--- config.mk ---
export PLATFORM = sky130hd
export DESIGN_NAME = sha256_msg_sched_flat
export DESIGN_NICKNAME = d
export VERILOG_FILES = /design/src/rtl/sha256_msg_sched_if.sv /design/src/rtl/sha256_msg_sched.sv /design/src/flat_wrapper.sv
export SDC_FILE = /design/constraint.sdc
export NUM_CORES = 1
export LEC_CHECK = 0
export ABC_AREA = 1
export BUFFER_PORTS_ARGS = -buffer_cell sky130_fd_sc_hd__buf_2
export CAP_MARGIN = 5
export CORE_AREA = 2 2 227 229
export CTS_CLUSTER_DIAMETER = 60
export DETAILED_ROUTE_END_ITERATION = 12
export DIE_AREA = 0 0 229 231
export SLEW_MARGIN = 5
export SYNTH_ARGS = -nofsm -noshare
export SYNTH_HDL_FRONTEND = slang
export SYNTH_SLANG_ARGS = --single-unit
export TNS_END_PERCENT = 10
--- constraint.sdc ---
create_clock -name clk -period 1.5 [get_ports clk]
set_input_delay 0.15 -clock clk [delete_from_list [all_inputs] [get_ports clk]]
set_output_delay 0.15 -clock clk [all_outputs]
set_load 0.1 [all_outputs]
--- src/rtl/sha256_msg_sched_if.sv ---
// Big-endian message word stream between the AXI-side buffer and the SHA-256 scheduler.
interface sha256_msg_sched_if;
  logic [31:0] s_data;
  logic        s_valid;
  logic        s_last;
  logic [1:0]  s_bytes;
  logic        s_ready;

  modport master (output s_data, s_valid, s_last, s_bytes, input s_ready);
  modport slave  (input s_data, s_valid, s_last, s_bytes, output s_ready);
endinterface

--- src/rtl/sha256_msg_sched.sv ---
// SHA-256 padder/scheduler: pads the word stream into 512-bit blocks, drives the
// round core with its 68-cycle-per-block timing and registers the final digest.
module sha256_msg_sched (
  input  logic                clk,
  input  logic                rst_n,
  input  logic                start,
  sha256_msg_sched_if.slave   msg,
  output logic                core_init,
  output logic                core_en,
  output logic [31:0]         core_idata,
  input  logic [255:0]        core_hash,
  output logic [255:0]        digest,
  output logic                digest_valid,
  output logic                busy
);

  typedef enum logic [2:0] {S_IDLE, S_INIT, S_DATA, S_COMP, S_DONE} state_t;
  typedef enum logic [1:0] {PH_MSG, PH_PAD80, PH_ZERO} phase_t;

  state_t      state;
  phase_t      phase;
  logic [6:0]  cnt;
  logic [31:0] byte_cnt;
  logic        len_ok;
  logic        final_blk;

  logic [31:0] tail_word;
  logic [31:0] last_add;
  logic [31:0] zero_word;

  // The 0x80 marker lands right after the last valid byte of a short final word.
  always_comb begin
    case (msg.s_bytes)
      2'd1:    tail_word = {msg.s_data[31:24], 8'h80, 16'h0000};
      2'd2:    tail_word = {msg.s_data[31:16], 8'h80, 8'h00};
      2'd3:    tail_word = {msg.s_data[31:8], 8'h80};
      default: tail_word = msg.s_data;
    endcase
    last_add = (msg.s_bytes == 2'd0) ? 32'd4 : {30'd0, msg.s_bytes};

    zero_word = 32'd0;
    if (len_ok && cnt == 7'd14)
      zero_word = {29'd0, byte_cnt[31:29]};
    else if (len_ok && cnt == 7'd15)
      zero_word = {byte_cnt[28:0], 3'b000};

    msg.s_ready = (state == S_DATA) && (phase == PH_MSG);
    core_init   = (state == S_INIT);
    core_en     = 1'b0;
    core_idata  = 32'd0;
    if (state == S_DATA) begin
      case (phase)
        PH_MSG: begin
          core_en    = msg.s_valid;
          core_idata = msg.s_last ? tail_word : msg.s_data;
        end
        PH_PAD80: begin
          core_en    = 1'b1;
          core_idata = 32'h8000_0000;
        end
        default: begin
          core_en    = 1'b1;
          core_idata = zero_word;
        end
      endcase
    end else if (state == S_COMP) begin
      core_en = 1'b1;
    end
  end

  // cnt tracks the core's own round counter, so it only moves on core_en cycles.
  always_ff @(posedge clk or negedge rst_n) begin
    if (!rst_n) begin
      state        <= S_IDLE;
      phase        <= PH_MSG;
      cnt          <= 7'd0;
      byte_cnt     <= 32'd0;
      len_ok       <= 1'b0;
      final_blk    <= 1'b0;
      digest       <= 256'd0;
      digest_valid <= 1'b0;
      busy         <= 1'b0;
    end else begin
      digest_valid <= 1'b0;
      case (state)
        S_IDLE: begin
          if (start) begin
            state     <= S_INIT;
            phase     <= PH_MSG;
            byte_cnt  <= 32'd0;
            len_ok    <= 1'b0;
            final_blk <= 1'b0;
            busy      <= 1'b1;
          end
        end
        S_INIT: begin
          state <= S_DATA;
          cnt   <= 7'd0;
        end
        S_DATA: begin
          if (core_en) begin
            cnt <= cnt + 7'd1;
            if (cnt == 7'd15)
              state <= S_COMP;
            case (phase)
              PH_MSG: begin
                if (msg.s_last) begin
                  byte_cnt <= byte_cnt + last_add;
                  if (msg.s_bytes == 2'd0) begin
                    phase <= PH_PAD80;
                  end else begin
                    phase <= PH_ZERO;
                    if (cnt <= 7'd13)
                      len_ok <= 1'b1;
                  end
                end else begin
                  byte_cnt <= byte_cnt + 32'd4;
                end
              end
              PH_PAD80: begin
                phase <= PH_ZERO;
                if (cnt <= 7'd13)
                  len_ok <= 1'b1;
              end
              default: begin
                if (len_ok && cnt == 7'd15)
                  final_blk <= 1'b1;
              end
            endcase
          end
        end
        S_COMP: begin
          if (cnt == 7'd67) begin
            cnt <= 7'd0;
            if (final_blk) begin
              state <= S_DONE;
            end else begin
              state <= S_DATA;
              // A block that starts with nothing but zero fill always has room for the length.
              if (phase == PH_ZERO)
                len_ok <= 1'b1;
            end
          end else begin
            cnt <= cnt + 7'd1;
          end
        end
        S_DONE: begin
          digest       <= core_hash;
          digest_valid <= 1'b1;
          busy         <= 1'b0;
          state        <= S_IDLE;
          cnt          <= 7'd0;
        end
        default: state <= S_IDLE;
      endcase
    end
  end

endmodule

--- src/flat_wrapper.sv ---
// flat-port wrapper written by rule: the top's interface ports become plain ports
module sha256_msg_sched_flat 
  (clk, rst_n, start, core_init, core_en, core_idata, core_hash, digest, digest_valid, busy, msg_s_data, msg_s_valid, msg_s_last, msg_s_bytes, msg_s_ready);
  sha256_msg_sched_if msg_i ();
  input  logic clk;
  input  logic rst_n;
  input  logic start;
  output logic core_init;
  output logic core_en;
  output logic [31:0] core_idata;
  input  logic [255:0] core_hash;
  output logic [255:0] digest;
  output logic digest_valid;
  output logic busy;
  input wire logic [$bits(msg_i.s_data)-1:0] msg_s_data;
  input wire logic [$bits(msg_i.s_valid)-1:0] msg_s_valid;
  input wire logic [$bits(msg_i.s_last)-1:0] msg_s_last;
  input wire logic [$bits(msg_i.s_bytes)-1:0] msg_s_bytes;
  output wire logic [$bits(msg_i.s_ready)-1:0] msg_s_ready;
  assign msg_i.s_data = msg_s_data;
  assign msg_i.s_valid = msg_s_valid;
  assign msg_i.s_last = msg_s_last;
  assign msg_i.s_bytes = msg_s_bytes;
  assign msg_s_ready = msg_i.s_ready;
  sha256_msg_sched u_core (.clk(clk), .rst_n(rst_n), .start(start), .msg(msg_i), .core_init(core_init), .core_en(core_en), .core_idata(core_idata), .core_hash(core_hash), .digest(digest), .digest_valid(digest_valid), .busy(busy));
endmodule
==> results of run 1 <==
## sequential cells by signal, summed over array words and instances, names as in the netlist
name	flops
u_core.state	3
u_core.digest_valid	1
u_core.phase	2
u_core.busy	1
u_core.byte_cnt	32
u_core.digest	256
u_core.final_blk	1
u_core.len_ok	1
u_core.cnt	7
## layout make-up
cell class | count | area (um^2)
fillers | 4491 | 26600
repair buffers | 1030 | 8390
flip-flops and latches | 304 | 7610
multi-input cells | 1186 | 5610
clock buffers | 52 | 1120
well taps | 680 | 851
inverters | 88 | 348
clock inverters | 14 | 191
diodes | 1 | 2.50
## Yosys cell counts (2+ instances only)
cell      count
nor4_1        2
ha_1          6
nand4_1      15
clkbuf_1     12
a31oi_1       3
buf_1         3
nand2_4       2
nand3_2       2
nand2_1     901
nor2_4        5
nor2_1       70
o21ai_1       3
dfrtp_1     304
nor3_1       11
inv_1        83
o22ai_1       4
inv_2         4
nor2_2        5
buf_2        49
o21ai_0      52
a21oi_1      33
nand3_1      58
nor3_2        2
## critical path, stage by stage, from the launching register on
cell     delay [ns]
dfrtp_1        0.38
nor2_2         0.16
nand2_2        0.08
nor3_2         0.21
nand2_1        0.08
inv_2          0.09
nand3_4        0.10
buf_12         0.21
o21ai_4        0.18
buf_12         0.19
## power groups by stage
stage                     Clock, mW  Sequential (mW)  Combinational, mW
final                          9.53             8.20               1.32
after global routing           10.1             8.20               1.43
after CTS                      9.76             8.20               1.30
after detailed placement          0             8.35              0.747
after global placement            0             8.35              0.742
after floorplan                   0             8.35             0.0541
## cell families after synthesis
logic type | share of synthesized area, %
xor gates and xnor gates | 0.0665
and+or+nand+nor | 32.5
buffers and inverters | 4.96
DFF | 57.7
adders and majority gates | 0.722
AOI/OAI and AO/OA | 3.99
## through the flow
step | hold WS, ns | area (um^2)
after floorplan | -0.146 | 13600
after global placement | 0.0304 | 18900
after detailed placement | 0.0349 | 18900
after CTS | 0.0559 | 23800
after global routing | 0.0853 | 24100
final | 0.0784 | 24100
## worst paths after layout
path,to
max,core_idata[24]
min,u_core.byte_cnt[0]
max reg2reg,u_core.byte_cnt[10]
min reg2reg,u_core.digest[83]
max in group asynchronous,u_core.digest[64]
min in group clk,u_core.byte_cnt[0]
## metal layers
| metal | global-route usage, % | routed length (um) | part of all wire [%] | vias up |
|---|---|---|---|---|
| met4 | 9.52 | 2350 | 4.5 | 0 |
| met2 | 32.3 | 25800 | 49 | 682 |
| met1 | 21.9 | 20200 | 39 | 7127 |
| met5 | 0 | 0 | 0 | - |
| met3 | 4.67 | 3940 | 7.5 | 157 |
| li1 | - | - | - | 7088 |
## repair_timing
action	CTS	global route
hold buffers	257	0
pin swaps	35	10
endpoints found under the hold margin	560	0
gates cloned	1	0
resized for setup	268	115
endpoints found under the setup margin	496	416
buffers inserted	22	8
==> qor.txt, run 1 <==
Status - finished with violations
Violated checks - negative setup slack
Finished Core Util - 47.6%
Initial Util - 26.0%
ANT nets after route - 0
H-Tree Depth - 2
Worst slew margin - 66.5%
Die Area - 0.0529 mm^2
Max IR drop VDD - 0.743 mV
Most frequent cells in the layout - nand2_1, buf_4, buf_2, dfrtp_1, dlygate4sd3_1
Startpoint types - register
Synth top area cells - dfrtp_1, nand2_1, inv_1
Synthesized area - 0.0132 mm^2
Worst Path Max Fanout - 18
Gate power share - 6.9%
Psw - 4.10 mW
Worst Setup End Kind - primary output
Yosys top cell area share - 57.7%
R2r startpoint - u_core.phase[1]
Crit share post-route - 158%
CTS root buffer - clkbuf_16
Pleak - 11.6 nW
Post-DP HPWL - 34,900 um
Yosys top cell by area - dfrtp_1
Synth Flop Type - dfrtp_1
Via count - 15.1k
Worst-skew pair later-pin latency - 0.54 ns
Crit path kind - register to primary output
Setup slack after layout - -0.869 ns
Vias in the first global route - 15.6k
Post-Place Setup Slack - -0.477 ns
Ports - 588
Die W - 229 um
Final slew viol count - 0
Tot GR Track Use - 18.8%
Mapped Cells - 1,643
RSZ-0062 raised after global routing - true
Placed insts - 3,004
Pwr Density - 790 mW/mm^2
YS warnings - 0
Final hold violations - 0
Nets - 2,949
Worst Path Arrival - 2.22 ns
Initial antenna violation count - 1
Commonest non-fill, non-tap cell in the layout - nand2_1
DRT Pass-1 Iters - 5
Syn Area/Cell - 8.02 um^2
Synthesized flop and latch total - 304
Reg2Reg Setup Slack - -0.43 ns
Bufs on Longest Clock Path - 3
Finished Layout Cells - 3,355
Drt drc - 0
CTS tree - done
Clock sinks - 304
Total Wirelength - 52,200 um
Setup TNS Final - -48.38 ns
Setup crit start - u_core.cnt[5]
Post-synth ARST share - 100%
# rows - 83
Largest net degree at the start of global routing - 72
Overflow after GRT - 0
Reg clk slew, reported paths - 0.05 ns
EDFF count, synth - 0
Switching Share - 21.5%
Final setup fails - 205
Initial DRC count - 860
Via density - 4.49
Reg2reg path depth - 13
Fmax - 0.422 GHz
GPL Wtd Cong - 0.908
Die H - 231 um
Clock power share - 50.0%
Hold crit path type - input pin to async pin
Num CTS Buffers - 37
Syn Nets - 1,945
Least-Margin Pin Slew - 0.506 ns
Max-cap violation count - 0
Share of layout cells above drive strength 1 - 35.9%
Average wire per standard cell - 15.6 um
Min Clock Period, post-route - 2.37 ns
Core Area - 0.0507 mm^2
Count of cell types in the netlist - 37
Required time of the critical path - 1.35 ns
Sequential fraction of the synthesis area - 57.7%
Total power - 19.1 mW
Clock Skew - 0.0222 ns
First-pass GRT wire length - 81,000 um
IO Port Bufs - 587
Internal Power - 15.0 mW
Seq pwr share - 43.0%
P&R area growth vs syn - 83.1%
(Power assumes the default switching activity.)
==> run 2, diff against run 1 <==
CORE_AREA = 2 2 232 234   (was 2 2 227 229)
DIE_AREA = 0 0 234 236   (was 0 0 229 231)
SKIP_CTS_REPAIR_TIMING = 1   (was unset)
==> qor.txt, run 2 (synthesis results as in run 1) <==
Final hold violations - 0
RSZ-0062 raised after global routing - true
Initial antenna violation count - 0
Post-Place Setup Slack - -0.422 ns
Average wire per standard cell - 15.7 um
Pwr Density - 769 mW/mm^2
Tot GR Track Use - 16.5%
Largest register by flop count - u_core.digest
Initial Util - 24.8%
Share of layout cells above drive strength 1 - 36.3%
Reg clk slew, reported paths - 0.06 ns
Max reg flops - 256
Worst Path Max Fanout - 14
Bufs on Longest Clock Path - 3
Min Clock Period, post-route - 2.41 ns
Clock Skew - 0.0122 ns
Largest registers - u_core.digest x256, u_core.byte_cnt x32, u_core.cnt x7
GPL Wtd Cong - 0.901
Hold crit path type - input pin to register
N_diodes - 0
Least-Margin Pin Slew - 0.507 ns
Worst path most repeated cell - buf_12
# rows - 85
Total Wirelength - 53,200 um
Reg2reg path depth - 11
Crit path kind - register to primary output
DRT Pass-1 Iters - 5
Ports - 588
Violated checks - negative setup slack
Die Area - 0.0552 mm^2
Final slew viol count - 0
Worst Path Arrival - 2.26 ns
H-Tree Depth - 2
Vias in the first global route - 13.4k
Nets - 2,964
Worst-skew pair later-pin latency - 0.54 ns
Commonest non-fill, non-tap cell in the layout - nand2_1
Status - finished with violations
Num CTS Buffers - 38
P&R area growth vs syn - 83.9%
Die W - 234 um
Required time of the critical path - 1.35 ns
IO Port Bufs - 587
Via count - 14.9k
Max-cap violation count - 0
Drt drc - 0
Final Hold Slack - 0.0365 ns
Total power - 18.6 mW
First-pass GRT wire length - 71,800 um
Highest-delay cell along the critical path - dfrtp_1
ANT nets after route - 0
Largest net degree at the start of global routing - 66
Max IR drop VDD - 0.766 mV
CTS tree - done
CTS root buffer - clkbuf_16
Final setup fails - 278
Die H - 236 um
Worst Setup End Kind - primary output
Clock sinks - 304
Startpoint types - register
Most frequent cells in the layout - nand2_1, buf_2, dfrtp_1, dlygate4sd3_1, clkbuf_4
Initial DRC count - 730
Setup slack after layout - -0.912 ns
Fillers - 4,774
Pleak - 11.8 nW
Hold path cells - 4
Crit share post-route - 161%
Via density - 4.42
Worst slew margin - 66.4%
Core Area - 0.0531 mm^2
Fmax - 0.415 GHz
Worst stage delay on the critical path - 0.38 ns
Overflow after GRT - 0
Post-DP HPWL - 37,800 um
Critical-path cell list - nor2_2 -> nand2_2 -> nor3_4 -> nand2_1 -> inv_2 -> nand3_4 -> buf_12 -> o21ai_4 -> buf_12
[run 2: layer usage]
metal	GRT usage, %	part of all wire, %
met1	19.6	39
met4	6.31	3.7
met2	28.7	51
met3	3.66	6.4
met5	0	0
[run 2: area by class of cell]
class,count,area [um^2],area share [%]
clock buffer,50,1060,4.36
timing repair buffer,1044,8520,35.2
inverter,88,343,1.42
clock inverter,14,175,0.723
sequential,304,7610,31.4
tap,696,871,3.59
multi-input combinational,1186,5640,23.3
[run 2: worst max-delay path: cells and delay by family (launching register included)]
| kind | cells | cell delay [ns] |
|---|---|---|
| simple gates | 5 | 0.67 |
| flops | 1 | 0.38 |
| buf+inv | 3 | 0.51 |
| compound gates | 1 | 0.17 |
[run 2: worst paths after layout]
check	from	end	slack (ns)
min in group asynchronous	rst_n	u_core.phase[0]	0.05
worst max-delay path	u_core.cnt[5]	core_idata[12]	-0.91
worst max register to register	u_core.phase[1]	u_core.byte_cnt[21]	-0.34
worst min-delay path	msg_s_bytes[0]	u_core.byte_cnt[0]	0.04
max in group asynchronous	rst_n	u_core.state[1]	0.77
worst min register to register	u_core.digest[141]	u_core.digest[141]	0.46
[run 2: metrics by stage]
stage	TNS, ns	area [um^2]	instances	util (%)
global route	-71.21	24200	3382	45.6
finish	-46.64	24200	3382	45.6
global placement	-23.84	19200	3042	36.2
CTS	-56.93	20500	3106	38.6
floorplan	-25.50	13600	1643	-
detailed placement	-30.54	19200	3042	36.2
[run 2: power by group]
part           total, mW  internal (mW)  switching (mW)
logic               1.32          0.808           0.515
clock network       9.10           5.50            3.60
registers           8.20           8.20               0
==> run 3, diff against run 2 <==
ABC_AREA = unset   (was 1)
CORE_AREA = 2 2 228 230   (was 2 2 232 234)
DIE_AREA = 0 0 230 232   (was 0 0 234 236)
clock period = 2.2 ns   (was 1.5 ns; I/O delays follow)
==> qor.txt, run 3 <==
DRT Pass-1 Iters - 5
Hold crit path type - input pin to register
Clock sinks - 304
Met2 wire len - 24,500 um
Synthesized area - 0.0128 mm^2
Total power - 28.0 mW
Die Area - 0.0534 mm^2
Sequential fraction of the synthesis area - 59.6%
Crit share post-route - 117%
Yosys top cell area share - 59.6%
Worst Path Max Fanout - 6
Crit path kind - register to primary output
Synth Flop Type - dfrtp_1
Total Wirelength - 48,400 um
Via count - 13.6k
Initial antenna violation count - 4
Max IR drop VDD - 0.751 mV
Post-synth ARST share - 100%
Die W - 230 um
Core Area - 0.0509 mm^2
Clock Skew - 0.0173 ns
Final setup fails - 43
CTS tree - done
# rows - 83
First-pass GRT wire length - 68,100 um
Commonest cells post-synth - nand2_1, dfrtp_1, clkbuf_1
Nets - 2,651
Synthesized flop and latch total - 304
Yosys top cell by area - dfrtp_1
Average wire per standard cell - 15.8 um
Worst Setup End Kind - primary output
Share of layout cells above drive strength 1 - 33.5%
RSZ-0062 raised after global routing - true
YS warnings - 0
Top layer in use - met5
Worst-skew pair later-pin latency - 0.54 ns
Setup slack after layout - -0.376 ns
Max-cap violation count - 0
Synth top area cells - dfrtp_1, nand2_1, clkbuf_1
Violated checks - negative setup slack
Post-Place Setup Slack - -0.335 ns
Vias in the first global route - 12.4k
Fmax - 0.388 GHz
EDFF count, synth - 0
Min Clock Period, post-route - 2.58 ns
Pwr Density - 1290 mW/mm^2
Initial DRC count - 833
Bufs on Longest Clock Path - 3
Setup TNS Final - -10.51 ns
H-Tree Depth - 2
Ports - 588
Worst Path Arrival - 2.36 ns
IO Port Bufs - 587
Startpoint types - register
Status - finished with violations
Post-DP HPWL - 32,800 um
Max reg flops - 256
Reg clk slew, reported paths - 0.06 ns
GPL Wtd Cong - 0.906
Met3 wire len - 3410 um
Die H - 232 um
Largest registers - u_core.digest x256, u_core.byte_cnt x32, u_core.cnt x7
Syn Area/Cell - 8.70 um^2
Num CTS Buffers - 39
Largest register by flop count - u_core.digest
Via density - 4.43
Overflow after GRT - 0
Most frequent cells in the layout - nand2_1, buf_2, dfrtp_1, dlygate4sd3_1, buf_4
Least-Margin Pin Slew - 0.652 ns
Final slew viol count - 0
Largest net degree at the start of global routing - 130
Tot GR Track Use - 16.1%
Syn Nets - 1,768
Final Hold Slack - 0.0108 ns
Required time of the critical path - 1.98 ns
Mapped Cells - 1,466
Initial Util - 25.1%
Met1 WL - 18,800 um
Fillers - 4,870
Most frequent cell after synthesis - nand2_1
Count of cell types in the netlist - 55
Area of the multi-input gates - 0.00509 mm^2
CTS root buffer - clkbuf_16
Register area - 0.00761 mm^2
P&R area growth vs syn - 70.1%
Worst slew margin - 56.5%
ANT nets after route - 0
Pleak - 10.1 nW
Commonest non-fill, non-tap cell in the layout - nand2_1
Drt drc - 0
Final hold violations - 0
==> run 3: kinds of logic after synthesis <==
kind of cell,after synthesis,share of synthesized area [%]
XOR/XNOR,16,1.10
AO/OA/AOI/OAI,116,5.91
adder cells (fa/ha/maj),8,0.824
AND/OR/NAND/NOR,926,29.5
multiplexers,1,0.0785
flip-flops,304,59.6
buffers and inverters,95,2.93
==> run 3: power breakdown <==
| group | switching, mW | total, mW | leakage [nW] | internal [mW] |
|---|---|---|---|---|
| logic | 11.2 | 14.1 | 6.46 | 2.85 |
| registers | 0.798 | 7.58 | 2.98 | 6.79 |
| clock network | 2.52 | 6.35 | 0.636 | 3.83 |
==> run 3: path summary, 6_finish.rpt <==
check | start | end | slack (ns) | cells past startpoint
setup / recovery | u_core.cnt[4] | core_idata[21] | -0.38 | 7
hold / removal | core_hash[152] | u_core.digest[152] | 0.01 | 3
setup reg to reg | u_core.byte_cnt[0] | u_core.byte_cnt[8] | -0.13 | 9
hold reg to reg | u_core.digest[249] | u_core.digest[249] | 0.46 | 2
max in group asynchronous | rst_n | u_core.digest[97] | 1.22 | 3
min in group asynchronous | rst_n | u_core.digest[194] | 0.22 | 2
==> run 3: worst max-delay path, stage by stage (launching register included) <==
cell and delay, ns:
dfrtp_2 0.44, nor3_4 0.26, nand3_4 0.12, nor4_4 0.28
buf_4 0.20, buf_12 0.14, a22o_1 0.18, buf_12 0.18
==> run 3: area by class of cell <==
| cell class | count | share of cell area, % |
|---|---|---|
| Multi-Input combinational cell | 1067 | 23.5 |
| Clock buffer | 52 | 5.15 |
| Tap cell | 680 | 3.92 |
| Inverter | 17 | 0.346 |
| Antenna cell | 4 | 0.0461 |
| Sequential cell | 304 | 35.1 |
| Timing Repair Buffer | 920 | 31.2 |
| Clock inverter | 16 | 0.733 |
==> run 3: stage by stage <==
stage | cells | utilization, % | cell area, um^2
after CTS | 2792 | 36.8 | 18700
after floorplan | 1466 | - | 12800
after global placement | 2724 | 34.3 | 17400
final | 3060 | 42.6 | 21700
after detailed placement | 2724 | 34.3 | 17400
after global routing | 3059 | 42.6 | 21700
==> run 3: per-layer routing <==
| layer | up-vias | GRT usage, % |
|---|---|---|
| li1 | 6434 | - |
| met1 | 6445 | 19.2 |
| met2 | 578 | 27.2 |
| met3 | 110 | 4.59 |
| met4 | 2 | 6.45 |
| met5 | - | 0 |
